## src/rtl/psg_bus_pkg.sv

```systemverilog
// Shared types and constants for the PSG bus master: FSM state encoding
// and the {bdir,bc1} bus codes driven onto the AY/YM PSG control pins.
package psg_bus_pkg;

  typedef enum logic [2:0] {
    ST_IDLE   = 3'd0,
    ST_LATCH  = 3'd1,
    ST_GAP1   = 3'd2,
    ST_ACCESS = 3'd3,
    ST_GAP2   = 3'd4
  } psg_state_e;

  // {bdir,bc1} bus codes
  localparam logic [1:0] BUS_INACTIVE = 2'b00;
  localparam logic [1:0] BUS_READ     = 2'b01;
  localparam logic [1:0] BUS_WRITE    = 2'b10;
  localparam logic [1:0] BUS_LATCH    = 2'b11;

  // Bus code used during the ACCESS phase for a given direction.
  function automatic logic [1:0] access_code(input logic is_write);
    return is_write ? BUS_WRITE : BUS_READ;
  endfunction

endpackage

```

## src/rtl/psg_phase_timer.sv

```systemverilog
// Phase timer: loaded with a tick count on phase entry, counts psg_cen
// pulses and flags expiry on the edge that carries the last pulse.
module psg_phase_timer (
  input  logic       clk,
  input  logic       rst_n,
  input  logic       load,
  input  logic [7:0] load_val,
  input  logic       cen,
  output logic       expire
);

  logic [7:0] cnt_q;

  // Expiry is combinational so the FSM can leave the phase on the same
  // edge as the final tick. A zero count (idle) never expires.
  assign expire = cen && (cnt_q == 8'd1);

  // Load has priority so a tick coinciding with phase entry is not counted.
  always_ff @(posedge clk or negedge rst_n) begin
    if (!rst_n) begin
      cnt_q <= 8'd0;
    end else if (load) begin
      cnt_q <= load_val;
    end else if (cen && (cnt_q != 8'd0)) begin
      cnt_q <= cnt_q - 8'd1;
    end
  end

endmodule

```

## src/rtl/psg_bus_master.sv

```systemverilog
// PSG bus master: turns one register read/write request into the
// LATCH / gap / ACCESS / gap sequence on BDIR/BC1, timed by psg_cen ticks.
//
// Request handshake: a request transfers on the rising CLKSYS edge where
// req_valid && req_ready are both 1. req_ready is 1 only while idle;
// req_write/req_addr/req_data are captured on that edge and may change
// freely afterwards. req_valid while not ready is ignored. Completion is
// signalled by a one-cycle done pulse (with rsp_valid for reads), on the
// same edge req_ready returns high.
module psg_bus_master
  import psg_bus_pkg::*;
#(
  parameter int HOLD_TICKS = 2,
  parameter int GAP_TICKS  = 1
) (
  input  logic       CLKSYS,
  input  logic       RESETBn,
  input  logic       psg_cen,
  input  logic       req_valid,
  output logic       req_ready,
  input  logic       req_write,
  input  logic [3:0] req_addr,
  input  logic [7:0] req_data,
  output logic       done,
  output logic       rsp_valid,
  output logic [7:0] rsp_data,
  output logic       psg_bdir,
  output logic       psg_bc1,
  output logic [7:0] psg_data_o,
  input  logic [7:0] psg_data_i,
  output psg_state_e dbg_state
);

  localparam logic [7:0] HOLD_N = 8'(HOLD_TICKS);
  localparam logic [7:0] GAP_N  = 8'(GAP_TICKS);

  psg_state_e state_q, state_d;

  logic       write_q;
  logic [3:0] addr_q;
  logic [7:0] data_q;

  logic       accept;
  logic       tmr_load;
  logic [7:0] tmr_val;
  logic       tmr_expire;

  logic [1:0] code_d;
  logic [7:0] bus_data_d;
  logic [3:0] latch_addr;
  logic       done_d;
  logic       rsp_valid_d;
  logic       sample_rd;

  psg_phase_timer u_timer (
    .clk      (CLKSYS),
    .rst_n    (RESETBn),
    .load     (tmr_load),
    .load_val (tmr_val),
    .cen      (psg_cen),
    .expire   (tmr_expire)
  );

  assign req_ready = (state_q == ST_IDLE);
  assign accept    = req_valid && req_ready;
  assign dbg_state = state_q;

  // Next-state logic and timer reload on every phase entry.
  always_comb begin
    state_d  = state_q;
    tmr_load = 1'b0;
    tmr_val  = 8'd0;
    case (state_q)
      ST_IDLE: begin
        if (req_valid) begin
          state_d  = ST_LATCH;
          tmr_load = 1'b1;
          tmr_val  = HOLD_N;
        end
      end
      ST_LATCH: begin
        if (tmr_expire) begin
          state_d  = ST_GAP1;
          tmr_load = 1'b1;
          tmr_val  = GAP_N;
        end
      end
      ST_GAP1: begin
        if (tmr_expire) begin
          state_d  = ST_ACCESS;
          tmr_load = 1'b1;
          tmr_val  = HOLD_N;
        end
      end
      ST_ACCESS: begin
        if (tmr_expire) begin
          state_d  = ST_GAP2;
          tmr_load = 1'b1;
          tmr_val  = GAP_N;
        end
      end
      ST_GAP2: begin
        if (tmr_expire) begin
          state_d = ST_IDLE;
        end
      end
      default: begin
        state_d = ST_IDLE;
      end
    endcase
  end

  // Bus code/data for the state being entered; registered below so they
  // appear on the first cycle of that state. On the accept edge the
  // captured address is not yet valid, so take it from the request.
  always_comb begin
    code_d      = BUS_INACTIVE;
    bus_data_d  = 8'h00;
    latch_addr  = accept ? req_addr : addr_q;
    done_d      = (state_q == ST_GAP2) && tmr_expire;
    rsp_valid_d = done_d && !write_q;
    sample_rd   = (state_q == ST_ACCESS) && tmr_expire && !write_q;
    case (state_d)
      ST_LATCH: begin
        code_d     = BUS_LATCH;
        bus_data_d = {4'h0, latch_addr};
      end
      ST_ACCESS: begin
        code_d     = access_code(write_q);
        bus_data_d = write_q ? data_q : 8'h00;
      end
      default: begin
        code_d     = BUS_INACTIVE;
        bus_data_d = 8'h00;
      end
    endcase
  end

  // FSM state register.
  always_ff @(posedge CLKSYS or negedge RESETBn) begin
    if (!RESETBn) begin
      state_q <= ST_IDLE;
    end else begin
      state_q <= state_d;
    end
  end

  // Request capture on accept.
  always_ff @(posedge CLKSYS or negedge RESETBn) begin
    if (!RESETBn) begin
      write_q <= 1'b0;
      addr_q  <= 4'h0;
      data_q  <= 8'h00;
    end else if (accept) begin
      write_q <= req_write;
      addr_q  <= req_addr;
      data_q  <= req_data;
    end
  end

  // Registered bus outputs and completion pulses.
  always_ff @(posedge CLKSYS or negedge RESETBn) begin
    if (!RESETBn) begin
      psg_bdir   <= 1'b0;
      psg_bc1    <= 1'b0;
      psg_data_o <= 8'h00;
      done       <= 1'b0;
      rsp_valid  <= 1'b0;
    end else begin
      {psg_bdir, psg_bc1} <= code_d;
      psg_data_o <= bus_data_d;
      done       <= done_d;
      rsp_valid  <= rsp_valid_d;
    end
  end

  // Read result capture at the end of the READ phase; held until the next read.
  always_ff @(posedge CLKSYS or negedge RESETBn) begin
    if (!RESETBn) begin
      rsp_data <= 8'h00;
    end else if (sample_rd) begin
      rsp_data <= psg_data_i;
    end
  end

endmodule

```

## config.mk

```make
export PLATFORM = sky130hd
export DESIGN_NAME = psg_bus_master
export DESIGN_NICKNAME = d
export VERILOG_FILES = /design/src/rtl/psg_bus_pkg.sv /design/src/rtl/psg_phase_timer.sv /design/src/rtl/psg_bus_master.sv
export SDC_FILE = /design/constraint.sdc
export NUM_CORES = 1
export LEC_CHECK = 0
export BUFFER_PORTS_ARGS = -buffer_cell sky130_fd_sc_hd__buf_2
export CAP_MARGIN = 20
export CORE_MARGIN = 2
export CORE_UTILIZATION = 50
export CTS_CLUSTER_DIAMETER = 50
export DETAILED_ROUTE_END_ITERATION = 12
export GPL_TIMING_DRIVEN = 0
export PLACE_DENSITY = 0.75
export SYNTH_ARGS = -nofsm -noshare
export SYNTH_HDL_FRONTEND = slang
export SYNTH_SLANG_ARGS = --single-unit
export TNS_END_PERCENT = 50
```

## constraint.sdc

```tcl
create_clock -name CLKSYS -period 4.4 [get_ports CLKSYS]
set_input_delay 0.44 -clock CLKSYS [delete_from_list [all_inputs] [get_ports CLKSYS]]
set_output_delay 0.44 -clock CLKSYS [all_outputs]
set_load 0.02 [all_outputs]
```

## Word-level counts from Yosys, hierarchy flattened

Index checks and enable logic that the tools add are counted.

| storage, ports and cells | value |
|---|---|
| logic and storage cells | 52 |
| register bits after elaboration | 44 |
| bits of input ports | 25 |
| output and inout bits | 24 |

| cells by class | value |
|---|---|
| multiplexer cells | 20 |
| add/sub/neg operators | 1 |
| equal/unequal tests | 7 |
| reduce and logical (&&, ||, !) cells | 13 |

Operator list:

| cell | count |
|---|---|
| 8-bit 2-to-1 mux | 3 |
| 8-bit one-hot mux with 2 select lines | 1 |
| 3-bit 2-to-1 mux | 5 |
| 3-bit one-hot mux with 5 select lines | 1 |
| 3-bit by 2-bit == test with 1-bit output, second input constant | 3 |
| 8-bit by 1-bit == test with 1-bit output, second input constant | 1 |
| 8-bit nonzero test | 1 |
| 8-bit by 1-bit subtractor with 8-bit output, second input constant | 1 |
| 1-bit logical AND | 7 |
| 3-bit by 1-bit == test with 1-bit output, second input constant | 2 |
| 2-bit 2-to-1 mux | 3 |
| 2-bit one-hot mux with 3 select lines | 1 |
| 4-bit 2-to-1 mux | 1 |
| 2-bit one-hot mux with 2 select lines | 1 |
| 3-bit == test, second input constant | 1 |
| 3-bit logical NOT | 1 |
| 1-bit 2-to-1 mux | 3 |
| 3-bit OR reduction | 1 |
| 1-bit one-hot mux with 2 select lines | 1 |
| 2-bit nonzero test | 1 |
| 2-bit OR reduction | 1 |
| 1-bit logical NOT | 1 |

## Depth between registers and ports, before layout

Gate-level depths: netlist of run 1.

| depth | value |
|---|---|
| depth in word-level cells | 6 |
| mapped depth | 6 |
| depth with buffers taken out | 6 |

## Hierarchy

From an unflattened synthesis of run 1, not the netlist that was laid out.

| second synthesis, totals | value |
|---|---|
| cell total of the unflattened synthesis | 164 |
| area total of the unflattened synthesis | 1999.4 um2 |

Modules (own cells, without submodules):

| module | area an instance (um2) | seq. area each (um2) | times used | cells an instance |
|---|---|---|---|---|
| psg_bus_master | 1428.9 | 900.9 | 1 | 100 |
| psg_phase_timer | 570.5 | 200.2 | 1 | 64 |

## Worst setup path before layout of run 1

Ideal clock, no wire load.

| path | value |
|---|---|
| path kind | reg-to-reg |
| start | reg u_timer.cnt_q[1] |
| end | reg psg_data_o[0] |
| arrival | 1.740 ns |
| required time | 4.272 ns |
| buffers on the path | 0 |
| period minus slack after synthesis | 1.867 ns |
| slack | 2.533 ns |
| setup time | 0.128 ns |
| cell stages (with the launch flop) | 7 |
| cells stage by stage | dfrtp_1 > inv_1 > ha_1 > or4bb_1 > nor2_2 > a211o_1 > nor3_1 |

| between the ends | value |
|---|---|
| cells in the longest elaborated chain, start to end | 6 |
| elaborated cells between the ends (all ways) | 10 |
| those cells by class | 3 x eq/ne; 6 x mux; 1 x reduce/logical |

Ends and longest elaborated chain:

| element | line | RTL |
|---|---|---|
| from (decl) | psg_phase_timer.sv:12 | `logic [7:0] cnt_q;` |
| from (signal assigned) | psg_phase_timer.sv:23 | `cnt_q <= load_val;` |
| from (signal assigned) | psg_phase_timer.sv:25 | `cnt_q <= cnt_q - 8'd1;` |
| 8-bit by 1-bit == test with 1-bit output * | psg_phase_timer.sv:16 | `assign expire = cen && (cnt_q == 8'd1);` |
| 1-bit logical AND * | psg_phase_timer.sv:16 |  |
| 3-bit 2-to-1 mux (on tied branches) | -- |  |
| 3-bit one-hot mux with 5 select lines * | psg_bus_master.sv:73 | `case (state_q)` |
| 3-bit by 2-bit == test with 1-bit output / 3-bit by 1-bit == test with 1-bit output (equally long branches) | psg_bus_master.sv:123 | `case (state_d)` |
| 8-bit one-hot mux with 2 select lines * | psg_bus_master.sv:123 |  |
| net bus_data_d[0] | psg_bus_master.sv:49 | `logic [7:0] bus_data_d;` |
| to (signal assigned) | psg_bus_master.sv:171 | `psg_data_o <= bus_data_d;` |
| to (decl) | psg_bus_master.sv:29 | `output logic [7:0] psg_data_o,` |

Mark *: on every way through the listed nets, which the timed path passes. The rest lies on a longest branch.
A chain may end at the register's enable or synchronous reset.

## Final worst setup path of run 1

Ends and elaborated chain as after synthesis.

==> reports/metrics.yaml, run 1 <==
tns_ns: 0
place_hpwl_um: 2680
rsz0062_at_grt: "no"
synthCells: 164
timing.hold.ws_ns: 0.2831
h-tree-depth: 2
critPathArrivalTime_ns: 2.30
post_cts_buffers: 0
routed.top_layer: "met4"
grt_usage_pct: 18.33
drive_gt1_share_pct: 44.09
grt_pass1_wl_um: 6237
cts_root_buf: "clkbuf_8"
pre_cts_ws_ns: 2.334
min_period_ns: 2.107
areaGrowthSynthToFinish_pct: 20.50
vias: 1470
first_iter_violations: 154
layout_commonest_cell: "buf_2"
path_class: "register to register"
leakage_nw: 1.176
cts_buffer_depth: 2
grt_pass1_vias: 1339
n_antenna_cell: 0
path_max_fanout: 7
skew_ns: 0.007322
slew_violations: 0
rows: 23
startpoint_type: "register"
hold_viol: 0
maxSlewHeadroom_pct: 36.84
finalSetupViolCount: 0
nets: 247
drc: 0
dieArea_mm2: 0.004617
wl_per_cell_um: 14.00
grt_max_degree: 45
synthDistinctLibCells: 43
drtAntennaViolNets: 0
yosys_warnings: 0
worstPathRequired_ns: 4.59
start_util_pct: 51.48
met3WireLength_um: 230
hold_class: "input port to asynchronous set/reset pin"
cts-buffers-inserted: 5
ios: 49
cap_viol_max_count: 0
core_mm2: 0.003971
wl_met1_um: 1746
fmax_mhz: 474.6
ys_seq_elements: 44
wl_met2_um: 1753
grt_overflow_total: 0
worst_pin_slew_ns: 0.9474
placed_cell_area_mm2: 0.002347
die_y_um: 67.95
clk_pin_slew_ns: 0.09
crit_path_end_kind: "register"
die_width_um: 67.95
synth_edf_count: 0
cts_sinks: 44
numPortBuffers: 48
wl_um: 3779
vias_per_cell: 5.444
avgSynthCellArea_um2: 12.47
gp_congestion: 0.8399
ctsHoldBuffers: 0
clkLatencyLatePin_ns: 0.31
antenna_found_initial: 0
setup_ws_ns: 2.293
syn_area_mm2: 0.002044
synth-main-ff-cell: "dfrtp_1"
ys_seq_area_share_pct: 53.86
p_per_area_mw_per_mm2: 667.0
cts_tree: "done"
postLayoutCellArea_mm2: 0.002464
layout_common_cells: "buf_2, dfrtp_1, mux2_2"
vdd_drop_max_uv: 315.0
async_flop_share_pct: 100.0
status: "completed"
post_cts_resized: 0
syn-num-nets: 192
fillCellCount: 323
fin_crit_sh_pct: 47.89
dr.pass1.iters: 4
==> report_power, final <==
part | total (W) | internal (W) | switching [W] | leakage [nW]
combinational | 0.000685 | 0.000288 | 0.000396 | 0.562
sequential | 0.000644 | 0.000553 | 0.0000909 | 0.556
clock | 0.000315 | 0.000171 | 0.000144 | 0.0583
==> area by class of cell <==
type | instances | area (um2) | share of cell area, %
tap | 50 | 62.56 | 2.539
clock buffer | 5 | 68.82 | 2.793
clock inverter | 3 | 47.55 | 1.930
sequential | 44 | 1101 | 44.69
multi-input combinational | 106 | 872.1 | 35.40
timing repair buffer | 48 | 240.2 | 9.751
buffer | 7 | 45.04 | 1.828
inverter | 7 | 26.28 | 1.067
==> synthesized netlist by cell type, types with 2 or more instances <==
master | n | area share, %
nor4_4 | 2 | 2.1
dfrtp_1 | 44 | 54
nor2b_1 | 2 | 0.61
xor2_1 | 3 | 1.3
mux2_2 | 20 | 11
or3_1 | 2 | 0.61
inv_1 | 7 | 1.3
o211ai_1 | 2 | 0.73
nor2_1 | 8 | 1.5
nor3_1 | 12 | 2.9
o21ai_0 | 6 | 1.5
nand2_1 | 6 | 1.1
a221oi_1 | 5 | 2.1
buf_4 | 2 | 0.73
and2_1 | 4 | 1.2
nand3_1 | 2 | 0.49
ha_1 | 3 | 1.8
a21oi_1 | 7 | 1.7
buf_2 | 3 | 0.73
==> logic make-up (layout without fill, tap and decap cells) <==
| logic type | after synthesis | after routing | share of synthesized area, % |
|---|---|---|---|
| AOI/OAI and AO/OA | 31 | 31 | 11.93 |
| DFF | 44 | 44 | 53.86 |
| xor gates and xnor gates | 3 | 3 | 1.285 |
| muxes | 20 | 20 | 11.02 |
| adders and majority gates | 3 | 3 | 1.836 |
| buffers and inverters | 14 | 70 | 3.488 |
| and+or+nand+nor | 49 | 49 | 16.59 |
==> critical path, cell delays in order (launching register included) <==
cell	delay, ns
dfrtp_1	0.38
inv_1	0.12
ha_1	0.21
or4bb_1	0.64
nor2_2	0.26
a211o_1	0.28
nor3_1	0.10
==> layer usage <==
layer / global-route usage, % / vias up
li1: - / 711
met1: 25.99 / 703
met2: 26.46 / 50
met3: 4.605 / 6
met4: 8.250 / 0
met5: 0 / -
==> final timing paths <==
kind	cells after the start	slack, ns	from	endpoint
max	6	2.29	u_timer.cnt_q[1]	psg_data_o[0]
min	1	0.28	RESETBn	psg_data_o[0]
max reg2reg	6	2.29	u_timer.cnt_q[1]	psg_data_o[0]
min reg2reg	1	0.48	data_q[4]	psg_data_o[4]
max in group asynchronous	1	3.54	RESETBn	rsp_data[1]
min in group CLKSYS	3	0.36	req_write	write_q
==> through the flow <==
step                total power (W)  utilization [%]  cells
floorplan                  0.001164                -    164
global placement           0.001320            59.11    262
detailed placement         0.001335            59.11    262
CTS                        0.001651            62.04    270
global route               0.001761            62.04    270
finish                     0.001643            62.04    270
==> registers in the layout, summed over array words and instances (netlist names) <==
register       cells
rsp_data           8
addr_q             4
dbg_state          3
data_q             8
psg_data_o         8
rsp_valid          1
done               1
u_timer.cnt_q      8
write_q            1
psg_bc1            1
psg_bdir           1
(Power assumes the default switching activity.)
==> inputs of run 2 (changes only) <==
- clock period: 4.4 -> 2.1 ns (I/O delays scaled with it)
==> run 2 against run 1 <==
Utilization grew 0.98 points. Sequential share of layout area is 0.64 points lower. Design area grew 1.6%. Maximum frequency rose by 2.7%. Combinational power rose by 110%. Critical path type unchanged. Largest cell class unchanged. Largest power group unchanged.
==> reports/metrics.yaml, run 2 (same netlist as run 1, synthesis figures left out) <==
cts_buffer_depth: 2  # unchanged
rsz0062_at_grt: "yes"  # was no
dr.pass1.iters: 4  # unchanged
path_max_fanout: 5  # was 7
postLayoutCellArea_mm2: 0.002502  # was 0.002464 mm2
areaGrowthSynthToFinish_pct: 22.40  # was 20.50%
grt_usage_pct: 18.33  # unchanged
gp_congestion: 0.8399  # unchanged
start_util_pct: 51.48  # unchanged
vdd_drop_max_uv: 659.7  # was 315.0 uV
worstPathRequired_ns: 2.32  # was 4.59 ns
path_class: "register to register"  # unchanged
die_width_um: 67.95  # unchanged
pre_cts_ws_ns: 0.03366  # was 2.334 ns
fmax_mhz: 487.4  # was 474.6 MHz
h-tree-depth: 2  # unchanged
nets: 248  # was 247
p_per_area_mw_per_mm2: 1391  # was 667.0 mW/mm2
layout_commonest_cell: "buf_2"  # unchanged
slew_violations: 0  # unchanged
maxSlewHeadroom_pct: 37.11  # was 36.84%
drc: 0  # unchanged
ctsHoldBuffers: 0  # unchanged
final_cells: 271  # was 270
die_y_um: 67.95  # unchanged
grt_pass1_vias: 1339  # unchanged
wl_per_cell_um: 14.25  # was 14.00 um
vias: 1476  # was 1,470
fillCellCount: 317  # was 323
startpoint_type: "register"  # unchanged
skew_ns: 0.005389  # was 0.007322 ns
setup_ws_ns: 0.04833  # was 2.293 ns
cts-buffers-inserted: 5  # unchanged
antenna_found_initial: 0  # unchanged
numPortBuffers: 48  # unchanged
placed_cell_area_mm2: 0.002347  # unchanged
clk_pin_slew_ns: 0.09  # about the same
r2r_start: "u_timer.cnt_q[1]"  # unchanged
min_period_ns: 2.052  # was 2.107 ns
grt_pass1_wl_um: 6237  # unchanged
drive_gt1_share_pct: 47.06  # was 44.09%
hold_class: "input port to asynchronous set/reset pin"  # unchanged
first_iter_violations: 134  # was 154
dp.cells: 262  # unchanged
cts_sinks: 44  # unchanged
crit_start: "u_timer.cnt_q[1]"  # unchanged
critPathArrivalTime_ns: 2.27  # was 2.30 ns
finalSetupViolCount: 0  # unchanged
place_hpwl_um: 2680  # unchanged
worst_pin_slew_ns: 0.9434  # was 0.9474 ns
grt_max_degree: 45  # unchanged
drtAntennaViolNets: 0  # unchanged
cts_root_buf: "clkbuf_8"  # unchanged
wl_um: 3863  # was 3779 um
status: "completed"  # unchanged
hold_viol: 0  # unchanged
crit_path_end_kind: "register"  # unchanged
fin_crit_sh_pct: 97.70  # was 47.89%
leakage_nw: 1.185  # was 1.176 nW
p_total_w: 0.003481  # was 0.001643 W
cap_viol_max_count: 0  # unchanged
vias_per_cell: 5.446  # was 5.444
core_mm2: 0.003971  # unchanged
layout_common_cells: "buf_2, dfrtp_1, mux2_2"  # unchanged
rows: 23  # unchanged
tns_ns: 0  # unchanged
cts_tree: "done"  # unchanged
ios: 49  # unchanged
clkLatencyLatePin_ns: 0.30  # was 0.31 ns
grt_overflow_total: 0  # unchanged
dieArea_mm2: 0.004617  # unchanged
n_antenna_cell: 0  # unchanged
==> run 2: cell types whose count changed in the layout (fill, tap and decap cells not counted), sizes merged <==
cell / delta
buf: +1
==> run 2: layer usage <==
layer / GRT usage [%] / vias to the layer above / part of all wire, %
met5: 0 / - / 0
met4: 8.250 / 0 / 1.3
met3: 4.605 / 6 / 5.8
met2: 26.46 / 46 / 47
met1: 25.99 / 704 / 46
li1: - / 720 / -
==> run 2: path summary, 6_finish.rpt <==
path                                    end  slack [ns]  cells past startpoint
min in group CLKSYS                 write_q        0.13                      3
max in group asynchronous  u_timer.cnt_q[0]        1.41                      1
hold reg to reg               psg_data_o[4]        0.48                      1
setup / recovery              psg_data_o[2]        0.05                      6
setup reg to reg              psg_data_o[2]        0.05                      6
hold / removal                psg_data_o[0]        0.05                      1
==> run 2: layout make-up <==
| type | count | area (um2) | area share [%] |
|---|---|---|---|
| clock buffer | 5 | 68.82 | 2.750 |
| clock inverter | 3 | 47.55 | 1.900 |
| tap | 50 | 62.56 | 2.500 |
| timing repair buffer | 49 | 260.3 | 10.40 |
| multi-input combinational | 106 | 889.6 | 35.55 |
| inverter | 7 | 26.28 | 1.050 |
| buffer | 7 | 45.04 | 1.800 |
| sequential | 44 | 1102 | 44.05 |
==> run 2: stage by stage <==
step	utilization, %	hold WS, ns
after floorplan	-	-0.08559
after global placement	59.11	0.4078
after detailed placement	59.11	0.4257
after CTS	62.13	0.09418
after global routing	63.01	0.1213
final	63.01	0.05314
==> run 2: power by group <==
part	total [W]	switching [W]	internal, W
logic	0.00147	0.000846	0.000622
registers	0.00136	0.000195	0.00116
clock network	0.000658	0.000300	0.000358
==> run 2: critical path: stages, from the launching register on <==
cell	delay (ns)
dfrtp_1	0.39
inv_2	0.08
ha_2	0.20
or4bb_4	0.59
o31ai_4	0.35
a221oi_1	0.16
nor3_1	0.19
==> run 2: what timing repair did <==
action	4_1_cts	5_1_grt
resized for setup	1	5
endpoints found under the setup margin	1	17
buffers inserted	0	1
pin swaps	0	3
==> inputs of run 3 (changes only) <==
- BUFFER_PORTS_ARGS: -buffer_cell sky130_fd_sc_hd__buf_2 -> default
- CTS_CLUSTER_DIAMETER: 50 -> default
- DONT_BUFFER_PORTS: default -> 1
- PLACE_DENSITY: 0.75 -> default
==> run 3 against run 2 <==
Routed wire length increased by 6.1%. Clock skew increased by 0.0021 ns. Maximum frequency increased by 3.2%. Highest routed layer unchanged.
==> reports/metrics.yaml, run 3 (same netlist as run 1, synthesis figures left out) <==
layout_commonest_cell: "dfrtp_1"  # was buf_2
slew_violations: 0  # unchanged
antenna_found_initial: 0  # unchanged
finalSetupViolCount: 0  # unchanged
crit_start: "u_timer.cnt_q[1]"  # unchanged
fmax_mhz: 503.1  # was 487.4 MHz
r2r_start: "u_timer.cnt_q[1]"  # unchanged
cts_buffer_depth: 2  # unchanged
first_iter_violations: 93  # was 134
dr.pass1.iters: 4  # unchanged
worst_pin_slew_ns: 0.6259  # was 0.9434 ns
path_class: "register to register"  # unchanged
grt_usage_pct: 19.07  # was 18.33%
skew_ns: 0.007516  # was 0.005389 ns
cts-buffers-inserted: 5  # unchanged
fin_crit_sh_pct: 94.66  # was 97.70%
cts_sinks: 44  # unchanged
final_core_utilization_pct: 57.78  # was 63.01%
min_period_ns: 1.988  # was 2.052 ns
drive_gt1_share_pct: 32.20  # was 47.06%
critPathArrivalTime_ns: 2.21  # was 2.27 ns
place_hpwl_um: 2934  # was 2680 um
nets: 204  # was 248
grt_pass1_vias: 1290  # was 1,339
max_stage_delay_ns: 0.52  # was 0.59 ns
grt_pass1_wl_um: 6334  # was 6237 um
core_mm2: 0.003971  # unchanged
rr_worst_depth: 6  # unchanged
hold_viol: 0  # unchanged
wl_per_cell_um: 18.05  # was 14.25 um
areaGrowthSynthToFinish_pct: 12.24  # was 22.40%
reg2reg_setup_slack_ns: 0.11  # was 0.05 ns
vias: 1317  # was 1,476
die_width_um: 67.95  # unchanged
cts_tree: "done"  # unchanged
cap_viol_max_count: 0  # unchanged
cts_root_buf: "clkbuf_8"  # unchanged
start_util_pct: 51.48  # unchanged
tns_ns: 0  # unchanged
worstPathCellList: "inv_1 > ha_2 > or4bb_4 > o31ai_4 > a221oi_1 > nor3_1"  # was inv_2 > ha_2 > or4bb_4 > o31ai_4 > a221oi_1 > nor3_1
rsz0062_at_grt: "no"  # was yes
maxSlewHeadroom_pct: 57.95  # was 37.11%
layout_common_cells: "dfrtp_1, mux2_2, nor3_1"  # was buf_2, dfrtp_1, mux2_2
drc: 0  # unchanged
p_per_area_mw_per_mm2: 1472  # was 1391 mW/mm2
die_y_um: 67.95  # unchanged
grt_overflow_total: 0  # unchanged
numPortBuffers: 0  # was 48
leakage_nw: 0.9914  # was 1.185 nW
r2r_end: "psg_data_o[0]"  # was psg_data_o[2]
drtAntennaViolNets: 0  # unchanged
n_antenna_cell: 0  # unchanged
vias_per_cell: 5.802  # was 5.446
rows: 23  # unchanged
grt_max_degree: 45  # unchanged
vdd_drop_max_uv: 573.4  # was 659.7 uV
critical_path.endpoint: "psg_data_o[0]"  # was psg_data_o[2]
clk_pin_slew_ns: 0.08  # was 0.09 ns
gp_congestion: 0.7892  # was 0.8399
hold_class: "input port to register"  # was input port to asynchronous set/reset pin
crit_path_end_kind: "register"  # unchanged
clkLatencyLatePin_ns: 0.30  # about the same
worst_path_max_delay_cell: "or4bb_4"  # unchanged
path_max_fanout: 5  # unchanged
dieArea_mm2: 0.004617  # unchanged
h-tree-depth: 2  # unchanged
status: "completed"  # unchanged
worstPathRequired_ns: 2.32  # about the same
ios: 49  # unchanged
startpoint_type: "register"  # unchanged
wl_um: 4098  # was 3863 um
run 3: where the power goes:
group / total, W / switching, W / internal (W)
Combinational: 0.00121 / 0.000675 / 0.000540
Sequential: 0.00152 / 0.000357 / 0.00116
Clock: 0.000644 / 0.000291 / 0.000353
run 3: how the worst min path moves through the flow:
stage	to	depth (start not counted)	startpoint
finish	write_q	2	req_write
global route	write_q	2	req_write
CTS	write_q	2	req_write
detailed placement	u_timer.cnt_q[4]	0	RESETBn
global placement	u_timer.cnt_q[5]	0	RESETBn
floorplan	addr_q[0]	0	RESETBn
run 3: layout make-up:
class	instances	area [um2]
repair buffers	5	65.06
flip-flops and latches	44	1102
clock inverters	2	35.03
inverters	7	26.28
clock buffers	6	72.57
well taps	50	62.56
plain buffers	7	45.04
multi-input cells	106	885.9
fillers	342	1677
run 3: layer usage:
| layer | global-route usage [%] | wire length [um] |
|---|---|---|
| met3 | 8.224 | 317 |
| met4 | 7.250 | 63 |
| met1 | 23.10 | 1731 |
| met2 | 30.10 | 1986 |
| met5 | 0 | 0 |
run 3: metrics by stage:
stage,total power (W),cell area (um2),setup slack (ns),cells,hold WS (ns)
after floorplan,0.002439,2044,0.2326,164,-0.08559
after global placement,0.002635,2107,0.04410,214,-0.08445
after detailed placement,0.002700,2107,-0.007157,214,-0.08441
after CTS,0.003370,2248,0.002783,224,0.02392
after global routing,0.003601,2295,0.009059,227,0.02849
final,0.003377,2295,0.1122,227,0.03222
run 3: timing repair:
item / CTS / global route
gates resized for setup: 1 / 4
hold buffers: 2 / 0
endpoints found under the hold margin: 44 / 0
setup endpoints to repair: 5 / 21
pin swaps: 0 / 5
setup buffers: 0 / 3
run 3: critical path, delay by kind of cell, from the launching register on:
| kind | cells | cell delay [ns] |
|---|---|---|
| simple gates | 2 | 0.69 |
| compound gates | 2 | 0.51 |
| flops | 1 | 0.38 |
| fa+ha+maj | 1 | 0.21 |
| buf+inv | 1 | 0.12 |
